File: config.mk
export PLATFORM = sky130hd
export DESIGN_NAME = frame_swap_scheduler_flat
export DESIGN_NICKNAME = d
export VERILOG_FILES = /design/src/rtl/frame_swap_scheduler_if.sv /design/src/rtl/frame_swap_scheduler.sv /design/src/flat_wrapper.sv
export SDC_FILE = /design/constraint.sdc
export NUM_CORES = 1
export LEC_CHECK = 0
export BUFFER_PORTS_ARGS = -buffer_cell sky130_fd_sc_hd__buf_2
export CAP_MARGIN = 10
export CORE_UTILIZATION = 45
export DETAILED_ROUTE_END_ITERATION = 12
export PLACE_DENSITY = 0.9
export SETUP_SLACK_MARGIN = 0.05
export SYNTH_ARGS = -nofsm -noshare
export SYNTH_HDL_FRONTEND = slang
export SYNTH_SLANG_ARGS = --single-unit
export TNS_END_PERCENT = 50
File: constraint.sdc
create_clock -name clk -period 1.8 [get_ports clk]
set_input_delay 0.27 -clock clk [delete_from_list [all_inputs] [get_ports clk]]
set_output_delay 0.27 -clock clk [all_outputs]
set_load 0.1 [all_outputs]
File: src/rtl/frame_swap_scheduler_if.sv
// frame_swap_scheduler_if: renderer write requests and the frame-buffer write port
interface frame_swap_scheduler_if #(parameter int ADDR_W = 15, parameter int PIX_W = 12);
  logic              a_valid, a_ready, b_valid, b_ready;
  logic [ADDR_W-1:0] a_addr, b_addr, wr_addr;
  logic [PIX_W-1:0]  a_data, b_data, wr_data;
  logic              wr_en, wr_buf;
  modport master (
    output a_valid, a_addr, a_data, b_valid, b_addr, b_data,
    input  a_ready, b_ready, wr_en, wr_buf, wr_addr, wr_data
  );
  modport slave (
    input  a_valid, a_addr, a_data, b_valid, b_addr, b_data,
    output a_ready, b_ready, wr_en, wr_buf, wr_addr, wr_data
  );
endinterface

File: src/rtl/frame_swap_scheduler.sv
// frame_swap_scheduler: double-buffer ownership with vblank-aligned swaps and round-robin renderer writes
module frame_swap_scheduler #(
  parameter int ADDR_W = 15,
  parameter int PIX_W  = 12,
  parameter int CNT_W  = 8
) (
  input  logic                 clk,
  input  logic                 reset,
  input  logic                 vblank_start,
  input  logic                 frame_done,
  frame_swap_scheduler_if.slave bus,
  output logic                 display_buf,
  output logic                 draw_start,
  output logic [CNT_W-1:0]     missed_frames
);
  typedef enum logic [1:0] {START, DRAW, READY, SWAP} state_t;
  state_t            state_q, state_d;
  logic              grant_a, grant_b;
  logic              rr_last_q, rr_last_d;
  logic              display_buf_q, display_buf_d;
  logic              draw_start_q, draw_start_d;
  logic              wr_en_q, wr_en_d, wr_buf_q, wr_buf_d;
  logic [ADDR_W-1:0] wr_addr_q, wr_addr_d;
  logic [PIX_W-1:0]  wr_data_q, wr_data_d;
  logic [CNT_W-1:0]  missed_q, missed_d;
  always_ff @(posedge clk) begin
    if (reset) begin
      state_q       <= START;
      rr_last_q     <= 1'b1;
      display_buf_q <= 1'b0;
      draw_start_q  <= 1'b0;
      wr_en_q       <= 1'b0;
      wr_buf_q      <= 1'b0;
      wr_addr_q     <= '0;
      wr_data_q     <= '0;
      missed_q      <= '0;
    end else begin
      state_q       <= state_d;
      rr_last_q     <= rr_last_d;
      display_buf_q <= display_buf_d;
      draw_start_q  <= draw_start_d;
      wr_en_q       <= wr_en_d;
      wr_buf_q      <= wr_buf_d;
      wr_addr_q     <= wr_addr_d;
      wr_data_q     <= wr_data_d;
      missed_q      <= missed_d;
    end
  end
  always_comb begin
    state_d = (state_q == START || state_q == SWAP) ? DRAW :
              (state_q == DRAW && frame_done)       ? (vblank_start ? SWAP : READY) :
              (state_q == READY && vblank_start)    ? SWAP : state_q;
  end
  // rr_last = 1 means B was granted last, so A wins the next tie
  always_comb begin
    grant_a       = state_q == DRAW && bus.a_valid && (!bus.b_valid || rr_last_q);
    grant_b       = state_q == DRAW && bus.b_valid && (!bus.a_valid || !rr_last_q);
    rr_last_d     = grant_a ? 1'b0 : grant_b ? 1'b1 : rr_last_q;
    display_buf_d = state_q == SWAP ? ~display_buf_q : display_buf_q;
    draw_start_d  = state_q == START || state_q == SWAP;
    wr_en_d       = grant_a || grant_b;
    wr_buf_d      = wr_en_d ? ~display_buf_q : wr_buf_q;
    wr_addr_d     = grant_b ? bus.b_addr : grant_a ? bus.a_addr : wr_addr_q;
    wr_data_d     = grant_b ? bus.b_data : grant_a ? bus.a_data : wr_data_q;
    missed_d      = (state_q == DRAW && vblank_start && !frame_done && !(&missed_q)) ?
                    missed_q + CNT_W'(1) : missed_q;
  end
  assign bus.a_ready    = grant_a;
  assign bus.b_ready    = grant_b;
  assign bus.wr_en      = wr_en_q;
  assign bus.wr_buf     = wr_buf_q;
  assign bus.wr_addr    = wr_addr_q;
  assign bus.wr_data    = wr_data_q;
  assign display_buf    = display_buf_q;
  assign draw_start     = draw_start_q;
  assign missed_frames  = missed_q;
endmodule

File: src/flat_wrapper.sv
// flat-port wrapper written by rule: the top's interface ports become plain ports
module frame_swap_scheduler_flat 
#(
  parameter int ADDR_W = 15,
  parameter int PIX_W  = 12,
  parameter int CNT_W  = 8
)
  (clk, reset, vblank_start, frame_done, display_buf, draw_start, missed_frames, bus_a_valid, bus_a_addr, bus_a_data, bus_b_valid, bus_b_addr, bus_b_data, bus_a_ready, bus_b_ready, bus_wr_en, bus_wr_buf, bus_wr_addr, bus_wr_data);
  frame_swap_scheduler_if #(.ADDR_W(ADDR_W), .PIX_W(PIX_W)) bus_i ();
  input  logic clk;
  input  logic reset;
  input  logic vblank_start;
  input  logic frame_done;
  output logic display_buf;
  output logic draw_start;
  output logic [CNT_W-1:0] missed_frames;
  input wire logic [$bits(bus_i.a_valid)-1:0] bus_a_valid;
  input wire logic [$bits(bus_i.a_addr)-1:0] bus_a_addr;
  input wire logic [$bits(bus_i.a_data)-1:0] bus_a_data;
  input wire logic [$bits(bus_i.b_valid)-1:0] bus_b_valid;
  input wire logic [$bits(bus_i.b_addr)-1:0] bus_b_addr;
  input wire logic [$bits(bus_i.b_data)-1:0] bus_b_data;
  output wire logic [$bits(bus_i.a_ready)-1:0] bus_a_ready;
  output wire logic [$bits(bus_i.b_ready)-1:0] bus_b_ready;
  output wire logic [$bits(bus_i.wr_en)-1:0] bus_wr_en;
  output wire logic [$bits(bus_i.wr_buf)-1:0] bus_wr_buf;
  output wire logic [$bits(bus_i.wr_addr)-1:0] bus_wr_addr;
  output wire logic [$bits(bus_i.wr_data)-1:0] bus_wr_data;
  assign bus_i.a_valid = bus_a_valid;
  assign bus_i.a_addr = bus_a_addr;
  assign bus_i.a_data = bus_a_data;
  assign bus_i.b_valid = bus_b_valid;
  assign bus_i.b_addr = bus_b_addr;
  assign bus_i.b_data = bus_b_data;
  assign bus_a_ready = bus_i.a_ready;
  assign bus_b_ready = bus_i.b_ready;
  assign bus_wr_en = bus_i.wr_en;
  assign bus_wr_buf = bus_i.wr_buf;
  assign bus_wr_addr = bus_i.wr_addr;
  assign bus_wr_data = bus_i.wr_data;
  frame_swap_scheduler #(.ADDR_W(ADDR_W), .PIX_W(PIX_W), .CNT_W(CNT_W)) u_core (.clk(clk), .reset(reset), .vblank_start(vblank_start), .frame_done(frame_done), .bus(bus_i), .display_buf(display_buf), .draw_start(draw_start), .missed_frames(missed_frames));
endmodule
==> results of run 1 <==
-- worst reg2reg max path: stages (launching register included) --
cell      delay [ns]
dfxtp_1         0.35
inv_1           0.10
ha_4            0.18
nand3b_1        0.16
nor2_1          0.18
o21a_1          0.17
mux2_1          0.32
-- stage by stage --
step | total power, W | hold WS, ns | cells | area [µm²] | setup WS (ns)
floorplan | 0.00198 | 0.424 | 200 | 1980 | 0.110
global placement | 0.00216 | 0.446 | 343 | 2510 | 0.223
detailed placement | 0.00218 | 0.444 | 343 | 2510 | 0.151
CTS | 0.00289 | 0.224 | 351 | 2630 | 0.0736
global route | 0.00299 | 0.241 | 351 | 2640 | 0.0861
finish | 0.00285 | 0.238 | 351 | 2640 | 0.172
-- final timing paths --
check                                                     startpoint                                   end  cells past startpoint
worst min register to register  u_core.missed_frames[6]$_SDFFE_PP0P_  u_core.missed_frames[6]$_SDFFE_PP0P_                      1
worst max-delay path                  u_core.state_q[1]$_SDFFE_PP0P_                           bus_a_ready                      5
worst max register to register        u_core.state_q[1]$_SDFFE_PP0P_  u_core.missed_frames[3]$_SDFFE_PP0P_                      6
worst min-delay path                                           reset  u_core.missed_frames[6]$_SDFFE_PP0P_                      2
-- state kept, by name (all words and copies together), names as in the netlist --
signal                count
u_core.bus.wr_addr       15
u_core.bus.wr_buf         1
u_core.bus.wr_data       12
u_core.bus.wr_en          1
u_core.display_buf        1
u_core.draw_start         1
u_core.missed_frames      8
u_core.rr_last_q          1
u_core.state_q            2
-- cell type report --
| cell class | count | area (µm²) | share of cell area (%) |
|---|---|---|---|
| timing repair buffer | 107 | 608 | 23.0 |
| multi-input combinational | 139 | 987 | 37.4 |
| sequential | 42 | 852 | 32.3 |
| clock buffer | 8 | 110 | 4.17 |
| tap | 50 | 62.6 | 2.37 |
| inverter | 5 | 18.8 | 0.711 |
-- logic make-up after synthesis --
family,share of synthesized area (%)
buf+inv,8.07
compound gates,16.9
simple gates,13.6
mux,14.9
flops,43.0
fa+ha+maj,2.56
xor+xnor,0.896
-- placed cells by master (no fill, tap or decap), drive strengths merged, types with 2 or more instances in the layout --
cell	count
buf	107
a21oi	6
a211oi	30
nand3	4
ha	4
dfxtp	42
mux2i	28
nor3	3
nand2	5
o21a	2
inv	5
nor2	36
clkbuf	8
nand2b	2
nor2b	3
-- what timing repair did --
item | 4_1_cts | 5_1_grt
gates cloned | 0 | 0
setup endpoints to repair | 2 | 3
gates resized for setup | 2 | 2
-- report_power, final --
group	internal, W	switching, W	leakage (nW)	total (W)
logic	0.000255	0.000842	0.976	0.00110
registers	0.00102	0.0000466	0.350	0.00107
clock network	0.000387	0.000303	0.0575	0.000690
total	0.00166	0.00119	1.38	0.00285
-- routing by layer --
layer / up-vias / GRT usage, %
met5: - / 0
met1: 776 / 20.6
met2: 70 / 30.6
li1: 917 / -
met4: 0 / 6.25
met3: 5 / 5.83
==> results.sh, run 1 <==
export IMPL_grt_overflow_total=0
export IMPL_dr_wl_met3_um=341
export IMPL_max_stage_delay_ns=0.35
export IMPL_synth_warnings=0
export IMPL_hold_path_class="in2reg"
export IMPL_synth_area_leaders="dfxtp_1 43%, mux2i_1 14%, a211oi_1 12%, nor2_1 6.9%, ha_1 2.6%"
export IMPL_cts_setup_buffers=0
export IMPL_finalSetupViolations=0
export IMPL_drcViolationCount=0
export IMPL_routed_top_layer="met4"
export IMPL_ys_seq_area_share_pct=43.0
export IMPL_detail_route_vias_per_cell=5.04
export IMPL_syn_inst=200
export IMPL_grt_usage_pct=17.8
export IMPL_fp_dieW_um=67.9
export IMPL_path_clk_slew_ns=0.07
export IMPL_synth_async_reset_ratio_pct=0
export IMPL_skew_ns=0.00421
export IMPL_grt_max_degree=35
export IMPL_core_area_um2=4090
export IMPL_yosysTopAreaCellShare_pct=43.0
export IMPL_slew_viol_final=0
export IMPL_cts_sinks=42
export IMPL_numCtsBuffers=5
export IMPL_rsz0062_at_grt="false"
export IMPL_ir_drop_v=0.000772
export IMPL_num_vias=1768
export IMPL_grt_pass1_wl_mm=6.22
export IMPL_place_gp_congestion=0.697
export IMPL_dr_wl_met2_mm=2.00
export IMPL_drt_wl_total_mm=4.25
export IMPL_yosysMostFrequentCell="dfxtp_1"
export IMPL_drive_gt1_share_pct=42.9
export IMPL_fin_nets=364
export IMPL_worst_pin_slew_ns=0.495
export IMPL_area_growth_pct=35.0
export IMPL_power_leakage_nw=1.38
export IMPL_htreeDepth=2
export IMPL_crit_type="reg2out"
export IMPL_synth_area_um2=1950
export IMPL_synth_nets=264
export IMPL_drt_first_pass_iters=4
export IMPL_wl_met1_mm=1.86
export IMPL_path_delay_family="flip-flops"
export IMPL_die_area_um2=4610
export IMPL_io_pins=101
export IMPL_diodes=0
export IMPL_numPortBuffers=100
export IMPL_clockBufferDepth=2
export IMPL_fillCellCount=343
export IMPL_crit_path_start_kind="register"
export IMPL_critPathRequiredTime_ns=1.53
export IMPL_netlist_cell_type_count=38
export IMPL_synth_common_cells="42 x dfxtp_1, 36 x nor2_1, 30 x a211oi_1"
export IMPL_start_util_pct=47.8
export IMPL_dp_hpwl_mm=3.15
export IMPL_fin_crit_sh_pct=90.4
export IMPL_critPathMaxFanout=7
export IMPL_cp_end_kind="primary output"
export IMPL_clock_latency_ns=0.29
export IMPL_wire_per_inst_um=12.1
export IMPL_setup_tns_ns=0
export IMPL_drt_antenna_violating_nets=0
export IMPL_cap_violations=0
export IMPL_path_buf_inv=2
export IMPL_die_y_um=67.9
export IMPL_synth_edf_count=0
export IMPL_yosysTopAreaCell="dfxtp_1"
export IMPL_max_freq_ghz=0.614
export IMPL_outcome="completed"
export IMPL_relSlewSlack_pct=67.2
export IMPL_root_buffer="clkbuf_8"
export IMPL_avgSynthCellArea_um2=9.77
export IMPL_grt_antenna_before_repair=0
export IMPL_cts_hold_buffers=0
export IMPL_rrSetupSlack_ns=0.24
export IMPL_crit_chain="inv_1, ha_4, nand2_1, a21oi_4, buf_12"
export IMPL_fin_util_pct=64.6
export IMPL_period_needed_ns=1.63
export IMPL_ys_seq_elements=42
export IMPL_slowest_stage="dfxtp_1"
export IMPL_ys_flop_type="dfxtp_1"
export IMPL_crit_arrival_ns=1.36
export IMPL_p_per_area_nw_per_um2=1080
export IMPL_grt_pass1_vias=1520
export IMPL_cts_tree="built"
export IMPL_row_count=23
export IMPL_finalHoldViolCount=0
export IMPL_drtIter0Drc=70
(Power assumes the default switching activity.)
==> run 2: changes to the inputs <==
==> constraint.sdc (replaced) <==
create_clock -name clk -period 1.55 [get_ports clk]
set_input_delay 0.2325 -clock clk [delete_from_list [all_inputs] [get_ports clk]]
set_output_delay 0.2325 -clock clk [all_outputs]
set_load 0.1 [all_outputs]
==> results.sh, run 2 (synthesis results as in run 1) <==
export IMPL_hold_worst_slack_ns=0.257
export IMPL_drt_first_pass_iters=4
export IMPL_met2_usage_pct=35.8
export IMPL_critPathMostFrequentCell="buf_12"
export IMPL_critPathMaxFanout=4
export IMPL_io_pins=101
export IMPL_worst_pin_slew_ns=0.502
export IMPL_root_buffer="clkbuf_8"
export IMPL_cts_tree="built"
export IMPL_numPortBuffers=100
export IMPL_skew_ns=0.00452
export IMPL_relSlewSlack_pct=66.8
export IMPL_crit_chain="inv_2, ha_4, nand3_4, buf_12, clkinv_4, buf_12"
export IMPL_ir_drop_v=0.000706
export IMPL_max_stage_delay_ns=0.33
export IMPL_clock_latency_ns=0.29
export IMPL_core_area_um2=4090
export IMPL_outcome="completed"
export IMPL_clockBufferDepth=2
export IMPL_area_growth_pct=42.7
export IMPL_crit_type="reg2out"
export IMPL_dp_hpwl_mm=3.26
export IMPL_fin_nets=371
export IMPL_diodes=0
export IMPL_num_vias=1840
export IMPL_hold_path_class="in2reg"
export IMPL_fin_util_pct=68.2
export IMPL_power_leakage_nw=1.42
export IMPL_grtUsageMet3_pct=7.17
export IMPL_rsz0062_at_grt="true"
export IMPL_cp_end_kind="primary output"
export IMPL_drt_antenna_violating_nets=0
export IMPL_cap_violations=0
export IMPL_detail_route_vias_per_cell=5.14
export IMPL_fin_crit_sh_pct=95.6
export IMPL_start_util_pct=47.8
export IMPL_die_area_um2=4610
export IMPL_rrSetupSlack_ns=0.07
export IMPL_period_needed_ns=1.48
export IMPL_cts_hold_buffers=0
export IMPL_path_clk_slew_ns=0.07
export IMPL_finalSetupViolations=0
export IMPL_critPathRequiredTime_ns=1.32
export IMPL_fp_dieW_um=67.9
export IMPL_place_gp_congestion=0.765
export IMPL_path_buf_inv=4
export IMPL_htreeDepth=2
export IMPL_cts_sinks=42
export IMPL_crit_path_start_kind="register"
export IMPL_p_per_area_nw_per_um2=1160
export IMPL_numCtsBuffers=5
export IMPL_final_cell_mix="98 x buf_2, 35 x nor2_1, 32 x dfxtp_1"
export IMPL_drt_wl_total_mm=4.46
export IMPL_largest_reg_flops=15
export IMPL_finalHoldViolCount=0
export IMPL_slew_viol_final=0
export IMPL_grt_antenna_before_repair=0
export IMPL_grt_overflow_total=0
export IMPL_die_y_um=67.9
export IMPL_path_delay_family="buffers and inverters"
export IMPL_grt_pass1_wl_mm=6.62
export IMPL_drtIter0Drc=53
export IMPL_final_common_cell="buf_2"
export IMPL_crit_arrival_ns=1.25
export IMPL_globalRouteMet1Util_pct=20.7
export IMPL_grt_usage_pct=19.3
export IMPL_grt_busiest_layer="met2"
export IMPL_grt_max_degree=33
export IMPL_wire_per_inst_um=12.5
export IMPL_grt_pass1_vias=1556
export IMPL_drive_gt1_share_pct=48.1
export IMPL_row_count=23
export IMPL_slowest_stage="dfxtp_2"
export IMPL_drcViolationCount=0
export IMPL_max_freq_ghz=0.675
## run 2: cell count changes in the layout (fill, tap and decap cells not counted), sizes merged
cell and delta:
clkbuf -2, buf +7, clkinv +3, inv -1
## run 2: worst min-delay path, delay by kind of cell
| family | cells | cell delay [ns] |
|---|---|---|
| buf+inv | 1 | 0.11 |
| compound gates | 1 | 0.08 |
| simple gates | 1 | 0.08 |
## run 2: report_power, final
group	switching, W	internal (W)	leakage, nW
clock	0.000353	0.000310	0.0426
combinational	0.00100	0.000335	1.02
sequential	0.0000498	0.00117	0.352
total	0.00141	0.00182	1.42
## run 2: final cells by class
class,instances,area (µm²)
clock buffer,6,72.6
multi-input combinational,139,1050
fill,334,1300
inverter,5,23.8
tap,50,62.6
clock inverter,2,8.76
timing repair buffer,114,697
sequential,42,871
## run 2: final timing paths
| kind | depth (start not counted) | end | start |
|---|---|---|---|
| max | 6 | bus_b_ready | u_core.state_q[1]$_SDFFE_PP0P_ |
| min | 3 | u_core.state_q[0]$_SDFFE_PP0P_ | vblank_start |
| max reg2reg | 7 | u_core.missed_frames[3]$_SDFFE_PP0P_ | u_core.state_q[1]$_SDFFE_PP0P_ |
| min reg2reg | 1 | u_core.missed_frames[6]$_SDFFE_PP0P_ | u_core.missed_frames[6]$_SDFFE_PP0P_ |
## run 2: repair_timing
action	4_1_cts	5_1_grt
buffers inserted	4	1
pin swaps	2	6
cloned	0	0
resized for setup	7	16
endpoints found under the setup margin	3	16
## run 2: metal layers
layer	part of all wire (%)	up-vias
li1	-	939
met4	0.45	0
met2	52	68
met3	7.5	4
met5	0	-
met1	41	829
## run 2: stage by stage
stage               std cells   TNS, ns  instance area [µm²]  setup WS, ns  power (W)
floorplan                 200         0                 2010        0.0358    0.00229
global placement          345         0                 2580        0.0820    0.00252
detailed placement        345         0                 2580        0.0262    0.00255
CTS                       357         0                 2720        0.0410    0.00323
global route              358  -0.00103                 2790      -0.00103    0.00338
finish                    358         0                 2790        0.0686    0.00322
